## src/rtl/pixel_stream_packer.sv

```systemverilog
// Packs 24-bit RGB pixels densely into a 32-bit AXI4-Stream video master (4 pixels -> 3 words).
// Optional protocol-error counter enabled by defining PIXEL_STREAM_PACKER_ERRCNT_EN.
module pixel_stream_packer #(
    parameter int unsigned RGB_LANE_ORDER = 0,
    parameter int unsigned FIFO_DEPTH     = 3,
    parameter int unsigned ERRCNT_W       = 16
) (
    input  logic                aclk,
    input  logic                areset,
    input  logic [7:0]          in_r,
    input  logic [7:0]          in_g,
    input  logic [7:0]          in_b,
    input  logic                in_valid,
    input  logic                in_sof,
    input  logic                in_eol,
    output logic                in_ready,
    output logic [31:0]         m_axis_tdata,
    output logic [3:0]          m_axis_tkeep,
    output logic                m_axis_tuser,
    output logic                m_axis_tlast,
    output logic                m_axis_tvalid,
    input  logic                m_axis_tready,
    output logic [ERRCNT_W-1:0] err_count
);

    localparam int unsigned CNT_W = $clog2(FIFO_DEPTH + 1);

    typedef struct packed {
        logic [31:0] data;
        logic [3:0]  keep;
        logic        user;
        logic        last;
    } word_t;

    word_t            fifo_q [FIFO_DEPTH];
    word_t            fifo_d [FIFO_DEPTH];
    logic [CNT_W-1:0] cnt_q, cnt_d;
    logic [23:0]      acc_q, acc_d;
    logic [1:0]       acc_cnt_q, acc_cnt_d;
    logic             sof_pend_q, sof_pend_d;
    logic             rdy_q, rdy_d;
    logic             valid_q, valid_d;

    logic [23:0]      pix;
    logic             xfer;
    logic             pop;
    logic [1:0]       base_cnt;
    logic [23:0]      base_acc;
    logic [47:0]      merged;
    logic [2:0]       n;
    logic             full;
    logic [1:0]       rem_cnt;
    logic [23:0]      rem_data;
    logic [3:0]       rem_keep;
    logic             sof_eff;
    word_t            push0, push1;
    logic [1:0]       npush;
    logic [CNT_W-1:0] base;

    // Accumulator merge and word generation for the current beat
    always_comb begin
        pix        = (RGB_LANE_ORDER == 0) ? {in_r, in_g, in_b} : {in_b, in_g, in_r};
        xfer       = in_valid && rdy_q;
        // A new frame discards any residual bytes left by a missing EOL
        base_cnt   = in_sof ? 2'd0 : acc_cnt_q;
        base_acc   = in_sof ? 24'd0 : acc_q;
        merged     = {24'd0, base_acc} | ({24'd0, pix} << {base_cnt, 3'b000});
        n          = {1'b0, base_cnt} + 3'd3;
        full       = (n >= 3'd4);
        rem_cnt    = full ? 2'(n - 3'd4) : 2'(n);
        rem_data   = full ? {8'd0, merged[47:32]} : merged[23:0];
        sof_eff    = sof_pend_q || in_sof;
        case (rem_cnt)
            2'd1:    rem_keep = 4'b0001;
            2'd2:    rem_keep = 4'b0011;
            2'd3:    rem_keep = 4'b0111;
            default: rem_keep = 4'b0000;
        endcase

        push0      = '0;
        push1      = '0;
        npush      = 2'd0;
        sof_pend_d = sof_pend_q;
        acc_d      = acc_q;
        acc_cnt_d  = acc_cnt_q;

        if (xfer) begin
            if (full) begin
                push0.data = merged[31:0];
                push0.keep = 4'hF;
                npush      = 2'd1;
                if (in_eol && rem_cnt != 2'd0) begin
                    push1.data = {8'd0, rem_data};
                    push1.keep = rem_keep;
                    push1.last = 1'b1;
                    npush      = 2'd2;
                end else begin
                    push0.last = in_eol;
                end
            end else if (in_eol) begin
                push0.data = {8'd0, rem_data};
                push0.keep = rem_keep;
                push0.last = 1'b1;
                npush      = 2'd1;
            end
            if (npush != 2'd0) begin
                push0.user = sof_eff;
            end
            sof_pend_d = sof_eff && (npush == 2'd0);
            acc_d      = in_eol ? 24'd0 : rem_data;
            acc_cnt_d  = in_eol ? 2'd0 : rem_cnt;
        end
    end

    // Shift-register FIFO: slot 0 is the head, pushes land just above the survivors
    always_comb begin
        pop  = valid_q && m_axis_tready;
        base = cnt_q - CNT_W'(pop);
        for (int i = 0; i < int'(FIFO_DEPTH) - 1; i++) begin
            fifo_d[i] = pop ? fifo_q[i+1] : fifo_q[i];
        end
        fifo_d[FIFO_DEPTH-1] = pop ? '0 : fifo_q[FIFO_DEPTH-1];
        for (int i = 0; i < int'(FIFO_DEPTH); i++) begin
            if (npush != 2'd0 && CNT_W'(i) == base) begin
                fifo_d[i] = push0;
            end
            if (npush == 2'd2 && CNT_W'(i) == base + CNT_W'(1)) begin
                fifo_d[i] = push1;
            end
        end
        cnt_d   = cnt_q - CNT_W'(pop) + CNT_W'(npush);
        valid_d = (cnt_d != '0);
        // Two free slots cover the worst-case two-word beat
        rdy_d   = (cnt_d <= CNT_W'(FIFO_DEPTH - 2));
    end

    always_ff @(posedge aclk or posedge areset) begin
        if (areset) begin
            for (int i = 0; i < int'(FIFO_DEPTH); i++) begin
                fifo_q[i] <= '0;
            end
            cnt_q      <= '0;
            acc_q      <= '0;
            acc_cnt_q  <= '0;
            sof_pend_q <= 1'b0;
            rdy_q      <= 1'b0;
            valid_q    <= 1'b0;
        end else begin
            for (int i = 0; i < int'(FIFO_DEPTH); i++) begin
                fifo_q[i] <= fifo_d[i];
            end
            cnt_q      <= cnt_d;
            acc_q      <= acc_d;
            acc_cnt_q  <= acc_cnt_d;
            sof_pend_q <= sof_pend_d;
            rdy_q      <= rdy_d;
            valid_q    <= valid_d;
        end
    end

    assign in_ready      = rdy_q;
    assign m_axis_tvalid = valid_q;
    assign m_axis_tdata  = fifo_q[0].data;
    assign m_axis_tkeep  = fifo_q[0].keep;
    assign m_axis_tuser  = fifo_q[0].user;
    assign m_axis_tlast  = fifo_q[0].last;

`ifdef PIXEL_STREAM_PACKER_ERRCNT_EN
    logic [ERRCNT_W-1:0] err_q;
    logic                resid_err;

    assign resid_err = xfer && in_sof && (acc_cnt_q != 2'd0);

    // Saturating count of frames started with residual bytes
    always_ff @(posedge aclk or posedge areset) begin
        if (areset) begin
            err_q <= '0;
        end else if (resid_err && err_q != '1) begin
            err_q <= err_q + ERRCNT_W'(1);
        end
    end

    assign err_count = err_q;
`else
    assign err_count = '0;
`endif

endmodule

```

## config.mk

```make
export PLATFORM = sky130hd
export DESIGN_NAME = pixel_stream_packer
export DESIGN_NICKNAME = d
export VERILOG_FILES = /design/src/rtl/pixel_stream_packer.sv
export SDC_FILE = /design/constraint.sdc
export NUM_CORES = 1
export LEC_CHECK = 0
export ABC_AREA = 1
export CORE_MARGIN = 10
export CORE_UTILIZATION = 40
export CTS_BUF_LIST = sky130_fd_sc_hd__clkbuf_8
export DETAILED_ROUTE_END_ITERATION = 6
export PLACE_DENSITY = 0.64
export SYNTH_ARGS = -nofsm -noshare
export SYNTH_HDL_FRONTEND = slang
export SYNTH_SLANG_ARGS = --single-unit
```

## constraint.sdc

```tcl
create_clock -name aclk -period 5.3 [get_ports aclk]
set_clock_uncertainty 0.15 [all_clocks]
set_input_delay 1.06 -clock aclk [delete_from_list [all_inputs] [get_ports aclk]]
set_output_delay 1.06 -clock aclk [all_outputs]
set_load 0.03 [all_outputs]
```

==> key figures, run 1 <==
Cells and area
  – Area Overhead vs Synth: 11.1%
  – Antenna diode count: 0
  – Commonest cells after routing, fill and taps aside: nand2_1 (398), dfrtp_1 (145), nand3_1 (107)
  – Non-filler cells in the finished layout: approximately 1,500
  – Share of post-route cells with drive strength above 1: 7.35%
  – Number of nets in the layout: 1,204
  – Utilization of the core after routing: 45.3%
  – Number of fill cells in the layout: 2,156
  – Most common cell after layout, fill and taps aside: nand2_1

STA
  – Clock period minus worst slack: 3.88 ns
  – Highest clock frequency the design can meet: between 0.2 and 0.3 GHz
  – Final Hold Violating Endpoints: 0
  – Period Utilization, post-route: 73.2%
  – Unrepaired setup endpoints after global routing: no
  – Final setup vio count: 0
  – Count of final max-slew check failures: 0
  – Worst setup margin: 1.42 ns
  – Max-slew headroom at the worst pin: 34.0%
  – Tightest Pin Transition: 0.990 ns
  – Post-Route Setup TNS: 0 ns

Detailed routing
  – Metal3 WL: 1.85 mm
  – Total Wirelength: around 25 mm
  – Detailed router's first-iteration violation count: 848
  – Final routed wire length divided by cell count: 17.0 um
  – Number of antenna-violating nets in the routed design: 0
  – First-pass detailed-route iteration total: 5
  – Vias per inst: 5.30
  – Vias after detailed routing: roughly 7,700
  – Wire length on met1: 12.4 mm
  – Top routing layer in use: met4
  – Sum of met2 wire segment lengths after detailed routing: 10.2 mm
  – DRC violation count after routing: 0

Pwr
  – Combinational share of power: 38.9%
  – Overall power of the completed layout: 3830 uW
  – Worst supply voltage drop on vdd: 0.180 mV
  – Switching power summed over all nets: 1650 uW
  – Share of power burned in registers: between 30% and 40%
  – Static leakage power: 0.00431 uW
  – Cell area power density: ~400 nW/um^2
  – Internal Power: 2180 uW
  – Portion of total power attributed to the clock network: between 20% and 30%
  – Net switching share of the total power: 43.1%

Critical path
  – Critical path's top delay family: simple AND/OR/NAND/NOR gates
  – Number of cells traversed by the worst register-to-register path: 12
  – Setup slack of the worst register-to-register path: 2.35 ns
  – WP data arrival: 4.09 ns
  – FF-to-FF Start: acc_cnt_q[1]
  – Combined buffer and inverter count along the critical path: 4
  – Max incr delay on CP: 0.54 ns
  – Type of the setup path with the least slack: input port to register
  – Library cell contributing the largest single delay on the critical path: nand3_1
  – Required time at the worst-slack endpoint: 5.51 ns
  – Type of element capturing the critical path: register
  – Nature of the critical path startpoint: input port
  – Worst-path maximum fanout: 38
  – Most common cell on crit path: nand2_1
  – Ordered cell list for the critical path: clkdlybuf4s50_1, buf_4, inv_4, nand2_8, ha_1, nor2_2, nand2_1, nand3_2, nand2_4, nand2_2, nand3_1, nand2_1, inv_1, nand2_1, nand2_1
  – Reg-to-reg endpoint: fifo_q[50]

Yosys
  – Mapped Cells: 1,171
  – Part of the Yosys area used for sequential elements: 42.4%
  – Number of enable-type register cells in the synthesized netlist: 0
  – Count of cell types in the netlist: 39
  – Synth top area share: 42.4%
  – Share of flip-flops with an asynchronous set or reset: 100%
  – Per-instance average area after synthesis: 7.32 sq um
  – Main flop type after synthesis: dfrtp_1
  – Combined area of all synthesized cells: approximately 8600 sq um
  – Count of state elements after synthesis: 145
  – YS warnings: 0
  – Library cell occupying the most area in the post-synthesis netlist: dfrtp_1
  – Biggest area contributors in the synthesized netlist: dfrtp_1 (42%), nand2_1 (18%), nand3_1 (6.3%)

Floorplan
  – Number of placement rows: 53
  – Initial Utilization: 40.8%
  – Std-Cell Core Area: approximately 21,000 sq um
  – DIE AREA: 27,700 sq um
  – Die outline width: 166 um
  – # IOs: 86
  – Die Y: 166 um

Clock network
  – Total of cells resized after clock tree synthesis: 0
  – Maximum root-to-sink buffer count: 2
  – CTS tree: done
  – Cts bufs inserted: 17
  – Clock slew at the register clock pins of the worst setup and hold paths: 0.08 ns
  – CTS Root Buffer Type: clkbuf_8
  – Number of buffers inserted by hold repair at cts: 0
  – Number of setup buffers added after CTS: 0
  – Worst-skew pair later-pin latency: 0.47 ns
  – Number of sinks handled by clock tree synthesis: around 150
  – CTS HTree Levels: 4

Global routing
  – Antenna violations before repair: 0
  – Via count of the first global-routing pass: 7,293
  – Global-route wire length before repair: between 40 and 50 mm
  – GR Util All Layers: 17.7%
  – Total congestion overflow: 0
  – Largest net degree at the start of global routing: between 100 and 150

Min path
  – Hold-critical path depth: 2
  – Hold Startpoint: acc_q[6]
  – Hold EP: acc_q[6]
  – Hold WC Path Type: register to register

Placement
  – Placer's final routability congestion estimate: slightly below 0.9
  – Total placed cells including tap cells: 1,426
  – Number of port buffers: slightly below 70
  – Final HPWL from detailed placement: 17.7 mm
  – Setup WS pre-CTS: between 0.9 and 1 ns

Status
  – Outcome: complete, no violations

Job
  – Number of violations of the max-capacitance limit: 0
[state kept, by name, summed over array words and instances, names as in the netlist]
register and count:
fifo_q 76, in_ready 1, m_axis_tuser 1, m_axis_tkeep 4, sof_pend_q 1, m_axis_tvalid 1, cnt_q 2, acc_cnt_q 2
m_axis_tdata 32, m_axis_tlast 1, acc_q 24
[how the worst max path moves through the flow]
stage	startpoint	slack (ns)	cells past startpoint	to
final	in_sof	1.42	15	fifo_q[50]
after global placement	in_sof	1.02	15	fifo_q[50]
after floorplan	areset	0.20	1	acc_cnt_q[0]
after detailed placement	in_sof	0.99	15	fifo_q[50]
after global routing	in_sof	1.20	15	fifo_q[50]
after CTS	in_sof	1.48	15	fifo_q[50]
[cells in the mapped netlist, types with 2 or more instances]
cell      count
o211ai_1     24
a21oi_1      14
nor2_1       52
ha_1          4
inv_1        62
nand2_2       7
o21ai_0      59
and2_0        4
dfrtp_1     145
o311ai_0      6
inv_2         3
nand2_1     400
nor2_4        2
o21ai_1      53
buf_2        29
buf_6         2
a21oi_2       3
buf_4        61
clkbuf_1     34
nand3_1     107
or2_2         3
nor3_1        8
o22ai_1      19
nor2_2        2
nand2_4       2
nand4_1      53
[metrics by stage]
stage	cell area, sq um	hold WS [ns]
2_1_floorplan	8620	0.303
3_3_place_gp	9110	0.320
3_5_place_dp	9110	0.332
4_1_cts	9520	0.353
5_1_grt	9520	0.377
6_report	9520	0.347
[power groups by stage]
stage	Sequential [uW]	Combinational [uW]	Clock [uW]
final	1420	1490	920
after global routing	1440	1650	978
after CTS	1420	1480	933
after detailed placement	1440	1480	0
after global placement	1430	1460	0
after floorplan	1430	1090	0
[logic make-up after synthesis]
logic type | Yosys count | share of synthesized area (%)
adders and majority gates | 4 | 0.584
other | 1 | 0.0438
and+or+nand+nor | 645 | 32.9
AOI/OAI and AO/OA | 180 | 12.1
buffers and inverters | 194 | 11.8
DFF | 145 | 42.4
xor gates and xnor gates | 2 | 0.205
[per-layer routing]
metal  track usage (%)  vias to the layer above
met5                 0                        -
met4              5.04                        0
met3              3.93                       27
met2              24.3                      280
met1              26.9                     3606
li1                  -                     3817
[cell type report]
type                    count  area, sq um  area share (%)
repair buffers             92          888            9.33
flip-flops and latches    145         3630            38.1
well taps                 275          344            3.61
clock buffers              17          234            2.46
clock inverters            15          174            1.83
inverters                  67          259            2.72
multi-input cells         847         3990            41.9
[tightest hold or removal path: stages, from the launching register on]
cell and delay, ns:
dfrtp_1 0.36, nand2_1 0.05, o21ai_0 0.05
(Power assumes the default switching activity.)
==> run 2, diff against run 1 <==
PLACE_DENSITY = 0.61   (was 0.64)
clock period = 4 ns   (was 5.3 ns; I/O delays follow)
==> run 2 against run 1 <==
Worst hold slack better by 0.0011 ns. Wire length grew 0.88%. Sequential power is 32% higher. Flip-flop and latch count unchanged.
==> key figures, run 2 (synthesized netlist as in run 1, its figures left out) <==
Clock network
  – Worst-skew pair later-pin latency: 0.46 ns
  – Clock slew at the register clock pins of the worst setup and hold paths: 0.08 ns
  – Maximum root-to-sink buffer count: 2
  – CTS Root Buffer Type: clkbuf_8
  – Cts bufs inserted: 17
  – CTS tree: done
  – Total of cells resized after clock tree synthesis: 0
  – Number of buffers inserted by hold repair at cts: 0
  – Number of sinks handled by clock tree synthesis: between 100 and 150
  – Number of setup buffers added after CTS: 0
  – CTS HTree Levels: 4

Detailed routing
  – Number of antenna-violating nets in the routed design: 0
  – Vias per inst: roughly 5.3
  – DRC violation count after routing: 0
  – Vias after detailed routing: between 7,000 and 8,000
  – Final routed wire length divided by cell count: about 17 um
  – First-pass detailed-route iteration total: 5
  – Total Wirelength: 25.0 mm
  – Detailed router's first-iteration violation count: 701

Critical path
  – Nature of the critical path startpoint: input port
  – Required time at the worst-slack endpoint: 4.18 ns
  – Critical path's top delay family: simple AND/OR/NAND/NOR gates
  – Type of the setup path with the least slack: input port to register
  – WP data arrival: 3.61 ns
  – Type of element capturing the critical path: register
  – Library cell contributing the largest single delay on the critical path: clkdlybuf4s50_1
  – Worst-path maximum fanout: 93
  – Combined buffer and inverter count along the critical path: 3
  – Max incr delay on CP: 0.50 ns
  – Ordered cell list for the critical path: clkdlybuf4s50_1, inv_4, nand2_8, ha_1, nor2_2, nand2_1, nand3_2, nand2_4, nand2_2, buf_12, nand3_1, nor2_1, a21oi_2

Cells and area
  – Number of nets in the layout: approximately 1,200
  – Share of post-route cells with drive strength above 1: 7.89%
  – Max FFs per register: 76
  – Area Overhead vs Synth: 11.7%
  – Number of fill cells in the layout: 2,143
  – Most common cell after layout, fill and taps aside: nand2_1
  – Commonest cells after routing, fill and taps aside: nand2_1 (398), dfrtp_1 (145), nand3_1 (107)
  – Antenna diode count: 0
  – Register containing the most flip-flops in the final layout: fifo_q
  – Non-filler cells in the finished layout: 1,466

Placement
  – Placer's final routability congestion estimate: 0.885
  – Number of port buffers: 69
  – Final HPWL from detailed placement: 18.1 mm
  – Setup WS pre-CTS: 0.110 ns
  – Total placed cells including tap cells: about 1,400

Global routing
  – Via count of the first global-routing pass: between 7,000 and 8,000
  – Antenna violations before repair: 0
  – Largest net degree at the start of global routing: 94
  – Global-route wire length before repair: 40.9 mm
  – Total congestion overflow: 0
  – GR Util All Layers: 17.8%

Floorplan
  – DIE AREA: 27,700 sq um
  – Die Y: around 170 um
  – Std-Cell Core Area: 21,000 sq um
  – # IOs: between 80 and 90
  – Die outline width: about 170 um
  – Initial Utilization: 40.8%
  – Number of placement rows: 53

STA
  – Count of final max-slew check failures: 0
  – Final setup vio count: 0
  – Clock period minus worst slack: 3.43 ns
  – Max-slew headroom at the worst pin: 54.3%
  – Tightest Pin Transition: 0.685 ns
  – Worst setup margin: 0.575 ns
  – Period Utilization, post-route: 85.6%
  – Unrepaired setup endpoints after global routing: no
  – Final Hold Violating Endpoints: 0
  – Highest clock frequency the design can meet: just under 0.3 GHz
  – Post-Route Setup TNS: 0 ns

Min path
  – Hold WC Path Type: register to register

Pwr
  – Cell area power density: 521 nW/um^2
  – Static leakage power: 0.00434 uW
  – Worst supply voltage drop on vdd: between 0.2 and 0.25 mV

Status
  – Outcome: complete, no violations

Job
  – Number of violations of the max-capacitance limit: 0
[run 2: cell count changes in the layout (fill, tap and decap cells not counted), moves of 2 or more]
cell	previous run	this run
buf_4	21	29
clkbuf_8	17	21
clkinv_2	1	3
clkinv_4	2	0
clkinvlp_4	3	6
inv_6	5	0
inv_8	3	0
[run 2: where the power goes]
group          switching, uW  total [uW]  internal [uW]  leakage (uW)
Clock                    567        1110            548      0.000183
Combinational           1400        1990            595       0.00218
Sequential               143        1880           1730       0.00198
Total                   2110        4980           2870       0.00434
[run 2: area by class of cell]
| class | instances | area (sq um) | area share [%] |
|---|---|---|---|
| Timing Repair Buffer | 101 | 968 | 10.1 |
| Clock inverter | 10 | 86.3 | 0.903 |
| Multi-Input combinational cell | 847 | 3990 | 41.7 |
| Inverter | 67 | 258 | 2.69 |
| Sequential cell | 145 | 3630 | 37.9 |
| Clock buffer | 21 | 289 | 3.02 |
| Tap cell | 275 | 344 | 3.60 |
[run 2: per-layer routing]
layer	wire [um]	track usage (%)
met2	10400	24.9
met3	1750	3.69
met1	12500	26.7
met5	0	0
met4	352	5.35
[run 2: stage by stage]
step                      util [%]  power [uW]  instance area (sq um)  hold WS, ns
after CTS                     45.5        5000                   9570        0.349
after global placement        43.7        3860                   9190        0.320
after floorplan                  -        3340                   8630        0.303
after detailed placement      43.7        3880                   9190        0.330
final                         45.5        4980                   9570        0.349
after global routing          45.5        5320                   9570        0.370
[run 2: worst paths after layout]
kind | start | slack [ns] | end | cells after the start
max in group asynchronous | areset | 2.52 | m_axis_tkeep[3] | 3
worst max register to register | acc_cnt_q[1] | 1.22 | m_axis_tlast | 11
worst min-delay path | acc_q[9] | 0.35 | acc_q[9] | 2
worst max-delay path | in_sof | 0.57 | m_axis_tlast | 13
worst min register to register | acc_q[9] | 0.35 | acc_q[9] | 2
min in group asynchronous | areset | 0.45 | m_axis_tdata[17] | 2
[run 2: worst register-to-register path, delay by kind of cell, from the launching register on]
family,cells,cell delay [ns]
AND/OR/NAND/NOR,8,1.48
adder cells (fa/ha/maj),1,0.21
AO/OA/AOI/OAI,1,0.05
buffers and inverters,1,0.32
flip-flops,1,0.46
==> run 3, diff against run 2 <==
REMOVE_ABC_BUFFERS = 1   (was unset)
==> run 3 against run 2 <==
Total power up 5.5%. First-iteration DRC count shrank 6.7%. Wire length increased by 3.7%. Critical path type unchanged.
==> key figures, run 3 (synthesized netlist as in run 1, its figures left out) <==
Critical path
  – Worst-path maximum fanout: 29
  – Type of the setup path with the least slack: input port to register
  – Ordered cell list for the critical path: clkdlybuf4s50_1, inv_4, nand2_8, ha_1, nor2_2, nand2_1, nand3_2, nand2_4, nand2_2, buf_4, inv_1, nand2_1, nand2_1, nand2_1, nand2_1
  – FF-to-FF Start: acc_cnt_q[1]
  – Type of element capturing the critical path: register
  – Most common cell on crit path: nand2_1
  – WP data arrival: 3.50 ns
  – Launching instance or port of the critical path: in_sof
  – Max incr delay on CP: roughly 0.5 ns
  – Library cell contributing the largest single delay on the critical path: clkdlybuf4s50_1
  – Nature of the critical path startpoint: input port
  – Required time at the worst-slack endpoint: 4.20 ns

Detailed routing
  – Detailed router's first-iteration violation count: 654
  – Vias per inst: 5.37
  – Final routed wire length divided by cell count: 17.7 um
  – Total Wirelength: 25.9 mm
  – DRC violation count after routing: 0
  – First-pass detailed-route iteration total: 5
  – Vias after detailed routing: 7,879
  – Number of antenna-violating nets in the routed design: 0

Clock network
  – Number of buffers inserted by hold repair at cts: 0
  – Number of sinks handled by clock tree synthesis: 145
  – Maximum root-to-sink buffer count: 2
  – Cts bufs inserted: 17
  – CTS Root Buffer Type: clkbuf_8
  – CTS tree: done
  – CTS HTree Levels: 4
  – Clock slew at the register clock pins of the worst setup and hold paths: 0.08 ns
  – Number of setup buffers added after CTS: 0
  – Total of cells resized after clock tree synthesis: 0
  – Worst-skew pair later-pin latency: 0.45 ns

Floorplan
  – # IOs: 86
  – Std-Cell Core Area: 21,000 sq um
  – Die Y: 166 um
  – Number of placement rows: 53
  – Die outline width: 166 um
  – DIE AREA: 27,700 sq um
  – Initial Utilization: 40.8%

Cells and area
  – Most common cell after layout, fill and taps aside: nand2_1
  – Number of nets in the layout: 1,212
  – Area Overhead vs Synth: 13.0%
  – Share of post-route cells with drive strength above 1: 7.82%
  – Register containing the most flip-flops in the final layout: fifo_q
  – Non-filler cells in the finished layout: 1,466
  – Commonest cells after routing, fill and taps aside: nand2_1 (398), dfrtp_1 (145), nand3_1 (107)
  – Max FFs per register: 76

Placement
  – Final HPWL from detailed placement: 17.3 mm
  – Placer's final routability congestion estimate: 0.891
  – Number of port buffers: 69
  – Total placed cells including tap cells: 1,434

STA
  – Max-slew headroom at the worst pin: between 50 and 60%
  – Highest clock frequency the design can meet: a little over 0.3 GHz
  – Final setup vio count: 0
  – Post-Route Setup TNS: 0 ns
  – Count of final max-slew check failures: 0
  – Unrepaired setup endpoints after global routing: no
  – Tightest Pin Transition: ~0.74 ns
  – Period Utilization, post-route: approximately 83%
  – Clock period minus worst slack: 3.30 ns
  – Final Hold Violating Endpoints: 0

Global routing
  – GR Util All Layers: 18.2%
  – Via count of the first global-routing pass: ~7,400
  – Global-route wire length before repair: about 42 mm
  – Total congestion overflow: 0
  – Largest net degree at the start of global routing: 64
  – Antenna violations before repair: 1

Job
  – Number of violations of the max-capacitance limit: 0

Min path
  – Hold WC Path Type: register to register
  – Hold Startpoint: acc_q[15]

Pwr
  – Static leakage power: 0.00442 uW
  – Worst supply voltage drop on vdd: 0.224 mV
  – Cell area power density: 543 nW/um^2

Status
  – Outcome: complete, no violations
-- run 3: cell types whose count changed in the layout (fill, tap and decap cells not counted), moves of 2 or more --
cell / previous run / this run
clkinv_4: 0 / 2
bufinv_16: 1 / 5
clkinvlp_4: 6 / 0
buf_4: 29 / 27
-- run 3: power by group --
group          leakage, uW  switching, uW  internal (uW)
Combinational      0.00219           1410            605
Clock             0.000243            577            804
Sequential         0.00198            133           1730
-- run 3: worst paths after layout --
path,slack [ns],endpoint,cells after the start
setup reg to reg,1.18,fifo_q[60],13
hold reg to reg,0.35,acc_q[15],2
setup / recovery,0.70,fifo_q[60],15
hold / removal,0.35,acc_q[15],2
max in group asynchronous,2.35,fifo_q[38],3
min in group asynchronous,0.65,m_axis_tdata[5],2
-- run 3: cell type report --
type | count | area (sq um)
inverters | 67 | 259
fillers | 2124 | 11300
multi-input cells | 847 | 4000
clock buffers | 21 | 289
clock inverters | 10 | 181
repair buffers | 100 | 973
diodes | 1 | 2.50
well taps | 275 | 344
flip-flops and latches | 145 | 3630
-- run 3: worst max-delay path, delay by kind of cell --
| kind | cells | cell delay, ns |
|---|---|---|
| AND/OR/NAND/NOR | 10 | 1.24 |
| adder cells (fa/ha/maj) | 1 | 0.21 |
| buffers and inverters | 4 | 1.21 |
-- run 3: routing by layer --
metal	global-route usage (%)	vias up	part of all wire (%)
met5	0	-	0
met4	4.20	0	1.2
met3	3.93	25	6.7
met2	29.2	284	46
met1	24.6	3745	46
li1	-	3825	-
-- run 3: through the flow --
stage | setup slack [ns] | total power, uW | hold WS [ns] | cell area [sq um] | utilization [%]
finish | 0.697 | 5260 | 0.345 | 9680 | 46.1
detailed placement | 0.289 | 3890 | 0.329 | 9210 | 43.8
CTS | 0.767 | 5270 | 0.348 | 9680 | 46.0
global route | 0.553 | 5580 | 0.368 | 9680 | 46.0
global placement | 0.331 | 3870 | 0.319 | 9210 | 43.8
floorplan | -0.936 | 3140 | 0.303 | 7870 | -
